==> src/rtl/data_mem_master.sv <==
// data_mem_master: buffers core load/store requests in a small FIFO and sequences them one at a
// time onto a single-port async-read data memory. Define WRITE_VERIFY_EN to read back every store.
module data_mem_master #(
  parameter int ADDR_W     = 8,
  parameter int DATA_W     = 8,
  parameter int FIFO_DEPTH = 2
) (
  input  logic              clk,
  input  logic              reset,
  input  logic              req_valid,
  output logic              req_ready,
  input  logic              req_we,
  input  logic [ADDR_W-1:0] req_addr,
  input  logic [DATA_W-1:0] req_wdata,
  output logic              resp_valid,
  input  logic              resp_ready,
  output logic              resp_we,
  output logic [DATA_W-1:0] resp_rdata,
  output logic              resp_err,
  output logic [ADDR_W-1:0] mem_A,
  output logic [DATA_W-1:0] mem_WD,
  output logic              mem_write,
  input  logic [DATA_W-1:0] mem_out,
  output logic              busy
);

  localparam int PTR_W = $clog2(FIFO_DEPTH);
  localparam logic [PTR_W:0] FULL_CNT = (PTR_W+1)'(FIFO_DEPTH);

`ifdef WRITE_VERIFY_EN
  typedef enum logic [1:0] {ST_IDLE = 2'd0, ST_ACCESS = 2'd1, ST_RESP = 2'd2, ST_VERIFY = 2'd3} state_t;
`else
  typedef enum logic [1:0] {ST_IDLE = 2'd0, ST_ACCESS = 2'd1, ST_RESP = 2'd2} state_t;
`endif

  state_t              state_r;
  logic                fifo_we_r    [FIFO_DEPTH];
  logic [ADDR_W-1:0]   fifo_addr_r  [FIFO_DEPTH];
  logic [DATA_W-1:0]   fifo_wdata_r [FIFO_DEPTH];
  logic [PTR_W-1:0]    wr_ptr_r;
  logic [PTR_W-1:0]    rd_ptr_r;
  logic [PTR_W:0]      count_r;
  logic [PTR_W:0]      count_next_s;
  logic                req_ready_r;
  logic                push_s;
  logic                pop_s;
  logic                head_we_s;
  logic [ADDR_W-1:0]   head_addr_s;
  logic [DATA_W-1:0]   head_wdata_s;
  logic [ADDR_W-1:0]   mem_a_r;
  logic [DATA_W-1:0]   mem_wd_r;
  logic                mem_write_r;
  logic                resp_valid_r;
  logic                resp_we_r;
  logic [DATA_W-1:0]   resp_rdata_r;

  assign head_we_s    = fifo_we_r[rd_ptr_r];
  assign head_addr_s  = fifo_addr_r[rd_ptr_r];
  assign head_wdata_s = fifo_wdata_r[rd_ptr_r];

  assign req_ready  = req_ready_r;
  assign mem_A      = mem_a_r;
  assign mem_WD     = mem_wd_r;
  assign mem_write  = mem_write_r;
  assign resp_valid = resp_valid_r;
  assign resp_we    = resp_we_r;
  assign resp_rdata = resp_rdata_r;
  assign busy       = (state_r != ST_IDLE) || (count_r != '0);

  // FIFO handshake decode: a pop happens only from IDLE or when the pending response retires.
  always_comb begin
    push_s = req_valid && req_ready_r;
    if (count_r == '0) begin
      pop_s = 1'b0;
    end else begin
      case (state_r)
        ST_IDLE: pop_s = 1'b1;
        ST_RESP: pop_s = resp_ready;
        default: pop_s = 1'b0;
      endcase
    end
    count_next_s = count_r + (PTR_W+1)'(push_s) - (PTR_W+1)'(pop_s);
  end

  // Request FIFO storage, pointers and registered not-full flag.
  always_ff @(posedge clk or negedge reset) begin
    if (!reset) begin
      for (int i = 0; i < FIFO_DEPTH; i++) begin
        fifo_we_r[i]    <= 1'b0;
        fifo_addr_r[i]  <= '0;
        fifo_wdata_r[i] <= '0;
      end
      wr_ptr_r    <= '0;
      rd_ptr_r    <= '0;
      count_r     <= '0;
      req_ready_r <= 1'b1;
    end else begin
      if (push_s) begin
        fifo_we_r[wr_ptr_r]    <= req_we;
        fifo_addr_r[wr_ptr_r]  <= req_addr;
        fifo_wdata_r[wr_ptr_r] <= req_wdata;
        wr_ptr_r               <= wr_ptr_r + PTR_W'(1);
      end
      if (pop_s) begin
        rd_ptr_r <= rd_ptr_r + PTR_W'(1);
      end
      count_r     <= count_next_s;
      req_ready_r <= (count_next_s != FULL_CNT);
    end
  end

`ifdef WRITE_VERIFY_EN
  logic resp_err_r;
  assign resp_err = resp_err_r;
`else
  assign resp_err = 1'b0;
`endif

  // Access sequencer: owns the memory pins and the response channel.
  always_ff @(posedge clk or negedge reset) begin
    if (!reset) begin
      state_r      <= ST_IDLE;
      mem_a_r      <= '0;
      mem_wd_r     <= '0;
      mem_write_r  <= 1'b0;
      resp_valid_r <= 1'b0;
      resp_we_r    <= 1'b0;
      resp_rdata_r <= '0;
`ifdef WRITE_VERIFY_EN
      resp_err_r   <= 1'b0;
`endif
    end else begin
      case (state_r)
        ST_IDLE: begin
          if (pop_s) begin
            mem_a_r     <= head_addr_s;
            mem_wd_r    <= head_we_s ? head_wdata_s : '0;
            mem_write_r <= head_we_s;
            state_r     <= ST_ACCESS;
          end
        end
        ST_ACCESS: begin
          // mem_write_r is high in ACCESS exactly when the access is a store
          mem_write_r <= 1'b0;
          resp_we_r   <= mem_write_r;
          if (mem_write_r) begin
            resp_rdata_r <= '0;
`ifdef WRITE_VERIFY_EN
            state_r      <= ST_VERIFY;
`else
            resp_valid_r <= 1'b1;
            state_r      <= ST_RESP;
`endif
          end else begin
            resp_rdata_r <= mem_out;
            resp_valid_r <= 1'b1;
            state_r      <= ST_RESP;
`ifdef WRITE_VERIFY_EN
            resp_err_r   <= 1'b0;
`endif
          end
        end
`ifdef WRITE_VERIFY_EN
        ST_VERIFY: begin
          resp_err_r   <= (mem_out != mem_wd_r);
          resp_valid_r <= 1'b1;
          state_r      <= ST_RESP;
        end
`endif
        ST_RESP: begin
          if (resp_ready) begin
            resp_valid_r <= 1'b0;
            if (pop_s) begin
              mem_a_r     <= head_addr_s;
              mem_wd_r    <= head_we_s ? head_wdata_s : '0;
              mem_write_r <= head_we_s;
              state_r     <= ST_ACCESS;
            end else begin
              state_r <= ST_IDLE;
            end
          end
        end
        default: begin
          mem_write_r  <= 1'b0;
          resp_valid_r <= 1'b0;
          state_r      <= ST_IDLE;
        end
      endcase
    end
  end

endmodule

==> config.mk <==
export PLATFORM = sky130hd
export DESIGN_NAME = data_mem_master
export DESIGN_NICKNAME = d
export VERILOG_FILES = /design/src/rtl/data_mem_master.sv
export SDC_FILE = /design/constraint.sdc
export NUM_CORES = 1
export LEC_CHECK = 0
export CAP_MARGIN = 20
export CORE_UTILIZATION = 55
export CTS_CLUSTER_DIAMETER = 200
export CTS_CLUSTER_SIZE = 30
export DETAILED_ROUTE_END_ITERATION = 7
export PLACE_DENSITY = 0.87
export SLEW_MARGIN = 20
export SYNTH_ARGS = -nofsm -noshare
export SYNTH_HDL_FRONTEND = slang
export SYNTH_SLANG_ARGS = --single-unit
==> constraint.sdc <==
create_clock -name clk -period 4.6 [get_ports clk]
set_clock_uncertainty 0.2 [all_clocks]
set_input_delay 1.15 -clock clk [delete_from_list [all_inputs] [get_ports clk]]
set_output_delay 1.15 -clock clk [all_outputs]
set_load 0.01 [all_outputs]
# ---- Yosys cells after proc, flatten, opt, wreduce, memory -nomap -nowiden
# Cells that the tools add are included.
dict set report word_totals {
  ff_bits 68
  output_inout_bits 30
  in_bits 29
}
dict set report classes {
  order_cmp 3
  n_reduce_logical 11
  n_bitwise 3
  add_sub_neg 4
  eq_ne 5
  n_mux 35
}
# operator n
set op_table {}
lappend op_table {{$mux 8} 13}
lappend op_table {{$bwmux 16} 2}
lappend op_table {{$pmux 8 s2} 2}
lappend op_table {{$mux 1} 9}
lappend op_table {{$demux 8 s1} 1}
lappend op_table {{$ne 2x2->1 const B} 3}
lappend op_table {{$pmux 2 s3} 1}
lappend op_table {{$reduce_and 2->1} 3}
lappend op_table {{$reduce_bool 2->1} 3}
lappend op_table {{$ge 2x2->1 const B} 2}
lappend op_table {{$logic_not 2->1} 2}
lappend op_table {{$mux 2} 2}
lappend op_table {{$not 1->2} 2}
lappend op_table {{$pmux 1 s2} 2}
lappend op_table {{$pmux 1 s3} 1}
lappend op_table {{$add 1x1->1 const B} 2}
lappend op_table {{$add 2x1->2} 1}
lappend op_table {{$bwmux 2} 1}
lappend op_table {{$eq 2x1->1 const B} 1}
lappend op_table {{$eq 2x2->1 const B} 1}
lappend op_table {{$logic_and 1x1->1} 2}
lappend op_table {{$lt 2x1->1 const B} 1}
lappend op_table {{$sub 2x1->2} 1}
lappend op_table {{$demux 1 s1} 1}
lappend op_table {{other kinds (2)} 2}

# ---- Logic depth before layout (Yosys ltp)
dict set report logic_depth {
  ltp_word 8
  depth_mapped 8
  mapped_depth_nobuf 7
}

# ---- Worst setup path before layout
# No wires, ideal clock.
dict set report synth_path {
  kind {in2reg}
  from {input resp_ready}
  to {register req_ready_r (netlist: req_ready)}
  path_buffers 1
  setup_slack_ns 1.858
  setup_time_ns 0.091
  stages 8
  t_required_ns 4.309
  arrival_time_ns 2.451
  path_cell_list {nor2b_2 -> nor3_4 -> buf_12 -> xnor2_1 -> ha_1 -> xor2_1 -> nor2b_1 -> mux2i_1}
}
dict set report synth_via {
  elab_chain_len 4
}
# item line
set synth_rtl {}
lappend synth_rtl {{start: declaration} 16} ;# input logic resp_ready,
lappend synth_rtl {{$pmux 1 s2} 76} ;# case (state_r)
lappend synth_rtl {{$mux 1} 73} ;# if (count_r == '0) begin
lappend synth_rtl {{$sub 2x1->2} 82} ;# count_next_s = count_r + (PTR_W+1)'(push_s) - (PTR_W+1)'(pop_s);
lappend synth_rtl {{$ne 2x2->1} 108} ;# req_ready_r <= (count_next_s != FULL_CNT);
lappend synth_rtl {{end signal: assignment} 108}
lappend synth_rtl {{end: declaration} 44} ;# logic req_ready_r;
# Every way passes these cells.
# A chain may end at the register's enable or synchronous reset.

# ---- Worst setup path in the final report
dict set report layout_path {
  from {register count_r[1]}
  to {output busy}
}
dict set report layout_via {
  elab_chain_len 2
}
# item line
set layout_rtl {}
lappend layout_rtl {{start: declaration} 42} ;# logic [PTR_W:0] count_r;
lappend layout_rtl {{start signal: assignment} 107} ;# count_r <= count_next_s;
lappend layout_rtl {{$reduce_bool 2->1} 68} ;# assign busy = (state_r != ST_IDLE) || (count_r != '0);
lappend layout_rtl {{$logic_or 1x1->1} 68}
lappend layout_rtl {{end: declaration} 24} ;# output logic busy
# Every way passes these cells.

==> summary.md <==
| Metric | Value |
|---|---|
| Status | finished clean |
| # DRC | 0 |
| Root Driver | clkbuf_8 |
| Initial antenna violation count | 0 |
| Core Region | 0.005107 mm2 |
| Clock tree buffer depth | 2 |
| Syn. warnings | 0 |
| Startpoint Class | register |
| Worst-path fanout max | 5 |
| Met1 Use GR | 0.2722 |
| I/O pins | 59 |
| Pwr dens | 730.3 mW/mm2 |
| CP max stage cell | clkdlybuf4s50_1 |
| Most common cell after layout, fill and taps aside | dfrtp_1 |
| Antenna cells | 0 |
| First-pass GRT wire length | 8.349 mm |
| DIE AREA | 0.005584 mm2 |
| Worst Setup SP | count_r[1]$_DFF_PN0_ |
| Final Power | 2.688 mW |
| Clock slew at reported path FFs | 0.07 ns |
| Hold path startpoint | resp_rdata[4]$_DFFE_PN0P_ |
| Final Hold Violating Endpoints | 0 |
| TritonCTS clock tree | done |
| Hold WC Path Type | reg2reg |
| Die H | 74.73 um |
| Routed WL | 5.176 mm |
| Vias in the first global route | 1724 |
| VDD IR max | 387.3 uV |
| Met2 usage | 0.3433 |
| Fin crit share | 0.6398 |
| Max-slew violation count | 0 |
| CP endpoint kind | output pin |
| Vias | 1733 |
| # rows | 26 |
| Final min period | 2.943 ns |
| Crit-path cells | nor2_2, nand2_1, clkdlybuf4s50_1 |
| Ys async rst share | 1.000 |
| Post-CTS Setup Inserts | 0 |
| Port bufs | 57 |
| Critical path arrival | 1.59 ns |
| Die Width | 74.73 um |
| CP peak stage delay | 0.49 ns |
| GRT Max-Usage Layer | met2 |
| Fin area | 0.003681 mm2 |
| Synth Register Bits | 68 |
| Slew @ Worst Pin | 0.9594 ns |
| CTS Hold Buffers Added | 0 |
| RSZ-0062 raised after global routing | false |
| Global-route usage over all layers | 0.2086 |
| Hpwl dp | 3.442 mm |
| Setup Viol. Count Final | 0 |
| Avg Synthesized Cell Area | 14.05 um2 |
| Gr ovfl total | 0 |
| Fraction of layout cells with a size suffix above 1 | 0.2978 |
| M3 GR Usage | 0.05355 |
| Post-cts resize count | 0 |
| First-pass DRT Iterations | 4 |
| WL/cell | 15.13 um |
| Largest net degree at the start of global routing | 49 |
| # fillers | 354 |
| Most frequent cells in the layout | 67 x dfrtp_1, 56 x clkdlybuf4s50_1, 52 x mux2_2 |
| Placed inst area | 0.003500 mm2 |
| Clk sinks | 68 |
| Num CTS Buffers | 9 |
| Leak pwr | 1.614 nW |
| FMAX | 0.3398 GHz |
| Setup tns final | 0 ns |
| Worst hold margin | 0.2806 ns |
| WP data required | 3.25 ns |
| Mapped Cells | 207 |
| Mean number of vias per cell | 5.067 |
| Final GP Congestion | 0.7150 |
| Antenna-violating nets left | 0 |
| Netlist Area Pre-Place | 0.002909 mm2 |
| Starting Density | 0.5696 |
| Relative slew margins | 0.3604 |
| Max-cap violations | 0 |
| Crit path kind | reg2out |
| Fin nets | 297 |
| Area Growth Syn to Fin | 26.54% |
| Synth cell types | 29 |
| Syn nets | 237 |
| H-tree Lvls | 3 |
| R2r startpoint | rd_ptr_r$_DFFE_PN0P_ |
| Number of synthesized flops with an enable pin | 0 |
| Ys flop type | dfrtp_1 |
| Clock Latency Late Sink | 0.33 ns |
| Iter 0 DRT Violations | 110 |
| Seq/Total Area, Yosys | 0.5854 |
state kept, by name, indices dropped and copies added (netlist names):
| register | flops |
|---|---|
| wr_ptr_r | 1 |
| mem_WD | 8 |
| resp_we | 1 |
| count_r | 2 |
| req_ready | 1 |
| rd_ptr_r | 1 |
| fifo_addr_r | 16 |
| resp_valid | 1 |
| state_r | 2 |
| resp_rdata | 8 |
| fifo_we_r | 2 |
| mem_write | 1 |
| mem_A | 8 |
| fifo_wdata_r | 16 |
area by class of cell:
cell class / instances / area, um2 / area share
Sequential cell: 68 / 1703 / 0.4626
Multi-Input combinational cell: 129 / 1129 / 0.3066
Timing Repair Buffer: 59 / 580.6 / 0.1577
Clock buffer: 15 / 176.4 / 0.04793
Tap cell: 70 / 87.58 / 0.02379
Clock inverter: 1 / 5.005 / 0.001360
where the power goes:
| group | switching (mW) | internal, mW | leakage, nW | total (mW) |
|---|---|---|---|---|
| logic | 0.443 | 0.700 | 0.700 | 1.14 |
| clock network | 0.203 | 0.240 | 0.0937 | 0.443 |
| registers | 0.202 | 0.900 | 0.820 | 1.10 |
through the flow:
stage / cells / utilization / setup slack, ns
6_report: 342 / 0.7207 / 1.657
3_3_place_gp: 326 / 0.6852 / 1.426
4_1_cts: 342 / 0.7207 / 1.635
2_1_floorplan: 207 / - / 1.858
3_5_place_dp: 326 / 0.6852 / 1.408
5_1_grt: 342 / 0.7207 / 1.588
cell families after synthesis:
kind of cell               synth area share
xor gates and xnor gates            0.01205
and+or+nand+nor                     0.07570
other                              0.001289
muxes                                0.2731
adders and majority gates          0.004300
AOI/OAI and AO/OA                   0.02151
DFF                                  0.5854
buffers and inverters               0.02667
worst max-delay path, delay by kind of cell (launching register included):
kind,cells,cell delay [ns]
buffers and inverters,1,0.49
DFF,1,0.41
and+or+nand+nor,2,0.37
path summary, 6_finish.rpt:
path | cells after the start | to | slack (ns)
max reg2reg | 3 | mem_WD[7]$_DFFE_PN0P_ | 2.33
min in group asynchronous | 1 | resp_rdata[6]$_DFFE_PN0P_ | 0.57
min reg2reg | 2 | resp_rdata[4]$_DFFE_PN0P_ | 0.28
max in group asynchronous | 2 | mem_A[6]$_DFFE_PN0P_ | 2.66
max | 3 | busy | 1.66
min | 2 | resp_rdata[4]$_DFFE_PN0P_ | 0.28
cells in the mapped netlist (3+ instances only):
| master | count | share of area |
|---|---|---|
| dfrtp_1 | 67 | 0.58 |
| mux2_2 | 52 | 0.20 |
| nand2_1 | 14 | 0.018 |
| nor2_1 | 11 | 0.014 |
| o21ai_0 | 10 | 0.017 |
| mux2i_1 | 9 | 0.031 |
| nand2b_1 | 9 | 0.019 |
| mux2_4 | 7 | 0.036 |
| buf_2 | 4 | 0.0069 |
| buf_4 | 3 | 0.0077 |
| xor2_1 | 3 | 0.0090 |
metal layers:
metal | wire length, um | part of all wire
met4 | 36 | 0.0070
met1 | 2370 | 0.46
met2 | 2508 | 0.48
met3 | 261 | 0.050
met5 | 0 | 0
Power figures use the tool's default switching activity.
==> RTL change, RTL diff (same flow settings) <==
Build with the macro `WRITE_VERIFY_EN` defined.
--- a/src/rtl/data_mem_master.sv
+++ b/src/rtl/data_mem_master.sv
@@ -1,4 +1,6 @@
 // data_mem_master: buffers core load/store requests in a small FIFO and sequences them one at a
 // time onto a single-port async-read data memory. Define WRITE_VERIFY_EN to read back every store.
+`define WRITE_VERIFY_EN
+
 module data_mem_master #(
   parameter int ADDR_W     = 8,
Behaviour: not the same (Yosys sat finds a counterexample within 4 cycles, from zero or initial values and one cycle with reset low).
==> RTL change against the unedited design <==
- cell area grew 1.1%
- sequential cell count is 1 higher
- routed wire length grew 8.7%
- worst setup slack better by 0.021 ns
- maximum frequency is 0.70% higher
- synthesized area increased by 1.3%
- power is 3.1% lower
- clock power rose by 2%
- critical path type unchanged
==> RTL change: results (changes against the unedited design) <==
| Metric | Value |
|---|---|
| Setup bufs post-CTS | `0 (unchanged)` |
| Mux contribution to synthesized area | `0.191 (was 0.273)` |
| Vias per cell | `5.26 (was 5.07)` |
| DR WL/cell | `15.5 µm (was 15.1 µm)` |
| Worst-path clk slew | `0.07 ns (about the same)` |
| CTS max path bufs | `2 (unchanged)` |
| Syn Nets | `262 (was 237)` |
| Peak VDD IR | `0.396 mV (was 0.387 mV)` |
| Synth Area in Compound Gates | `0.0611 (was 0.0215)` |
| Ant diodes | `0 (unchanged)` |
| Residual DRC | `0 (unchanged)` |
| H-Tree Level Count | `3 (unchanged)` |
| Layout Nets | `319 (was 297)` |
| Status | `complete, no violations (unchanged)` |
| Post-Synth XOR/XNOR Area | `0.0386 (was 0.0120)` |
| GP Congestion | `0.713 (was 0.715)` |
| FFs w/ async S/R, synth | `1.00 (unchanged)` |
| CTS Buf Count | `9 (unchanged)` |
| Synth warn | `0 (unchanged)` |
| DRT Pass-1 Iters | `4 (unchanged)` |
| M2 GR Usage | `0.365 (was 0.343)` |
| CTS root buffer | `clkbuf_8 (unchanged)` |
| IO Port Bufs | `58 (was 57)` |
| Share of layout cells above drive strength 1 | `0.184 (was 0.298)` |
| Met3 usage | `0.0924 (was 0.0535)` |
| Placed Cells | `348 (was 326)` |
| Top flop regs | `fifo_addr_r x16, fifo_wdata_r x16 (unchanged)` |
| Min-Delay Path Class | `reg2reg (unchanged)` |
| LEAKAGE | `0.00162 µW (was 0.00161 µW)` |
| Overall fraction of global-route tracks in use | `0.229 (was 0.209)` |
| First-pass GRT wire length | `9130 µm (was 8350 µm)` |
| Top post-synthesis cells by area | `dfrtp_1 58%, mux2_2 13%, mux2i_1 5.8% (was dfrtp_1 58%, mux2_2 20%, mux2_4 3.6%)` |
| Largest net degree at the start of global routing | `49 (unchanged)` |
| Number of antenna violations at the first check in global routing | `0 (unchanged)` |
| Post-synth EDFFs | `0 (unchanged)` |
| Synth Flop Type | `dfrtp_1 (unchanged)` |
| Yosys cell types | `29 (unchanged)` |
| Initial DRC count | `99 (was 110)` |
| HPWL Detailed | `3830 µm (was 3440 µm)` |
| Sequential share of the synthesized area | `0.586 (was 0.585)` |
| Met1 Use GR | `0.274 (was 0.272)` |
| Cells after Synth | `232 (was 207)` |
| Fillers | `389 (was 354)` |
| Worst Path Max Fanout | `5 (unchanged)` |
| Post-Synth Adder-Cell Area | `0.00424 (was 0.00430)` |
| Hold Violations, Final | `0 (unchanged)` |
| Synth top cells by count | `68 x dfrtp_1, 35 x mux2_2, 27 x nand2_1, 17 x mux2i_1, 16 x o21ai_0 (was 67 x dfrtp_1, 52 x mux2_2, 14 x nand2_1, 11 x nor2_1, 10 x o21ai_0)` |
| Clk_lat worst skew | `0.33 ns (about the same)` |
| Final Non-Filler Cells | `363 (was 342)` |
| CTS-repair resized insts | `0 (unchanged)` |
| Worst-Margin Slew | `0.897 ns (was 0.959 ns)` |
| Worst Path Arrival | `1.57 ns (was 1.59 ns)` |
| Vias in the first global route | `1968 (was 1724)` |
==> RTL change: metrics by stage <==
stage	area (µm²)	hold slack, ns	util	setup slack, ns
after floorplan	2950	0.273	-	1.87
after global placement	3550	0.261	0.690	1.46
after detailed placement	3550	0.274	0.690	1.41
after CTS	3720	0.289	0.724	1.65
after global routing	3720	0.317	0.724	1.59
final	3720	0.282	0.724	1.68
==> RTL change: where the power goes <==
part           switching, µW  internal, µW  leakage, µW
Clock                    202           248    0.0000875
Combinational            472           588     0.000694
Sequential               190           906     0.000834
==> RTL change: cell type report <==
cell class	instances	area share
sequential	69	0.464
timing repair buffer	61	0.161
clock inverter	2	0.00941
clock buffer	13	0.0373
multi-input combinational	148	0.304
tap	70	0.0235
==> RTL change: kinds of logic after synthesis <==
| family | after synthesis |
|---|---|
| adder cells (fa/ha/maj) | 1 |
| flip-flops | 69 |
| buffers and inverters | 15 |
| multiplexers | 52 |
| XOR/XNOR | 13 |
| AO/OA/AOI/OAI | 29 |
| AND/OR/NAND/NOR | 53 |
==> RTL change: routing by layer <==
layer,part of all wire,vias up
met3,0.068,11
met2,0.48,62
met1,0.44,923
met5,0,-
li1,-,914
met4,0.019,0
==> RTL change: worst paths after layout <==
check                           slack [ns]                 startpoint                           to  depth (start not counted)
worst min-delay path                  0.28  resp_rdata[3]$_DFFE_PN0P_    resp_rdata[3]$_DFFE_PN0P_                          2
worst min register to register        0.28  resp_rdata[3]$_DFFE_PN0P_    resp_rdata[3]$_DFFE_PN0P_                          2
max in group asynchronous             2.85                      reset         mem_A[4]$_DFFE_PN0P_                          2
worst max-delay path                  1.68       count_r[1]$_DFF_PN0_                         busy                          3
min in group asynchronous             0.62                      reset         count_r[1]$_DFF_PN0_                          1
worst max register to register        2.52        req_ready$_DFF_PN1_  fifo_addr_r[15]$_DFFE_PN0P_                          3
==> RTL change: critical path: stages (launching register included) <==
cell and delay [ns]:
dfrtp_1 0.39, nor2_1 0.25, nand2_1 0.10, clkdlybuf4s50_1 0.49
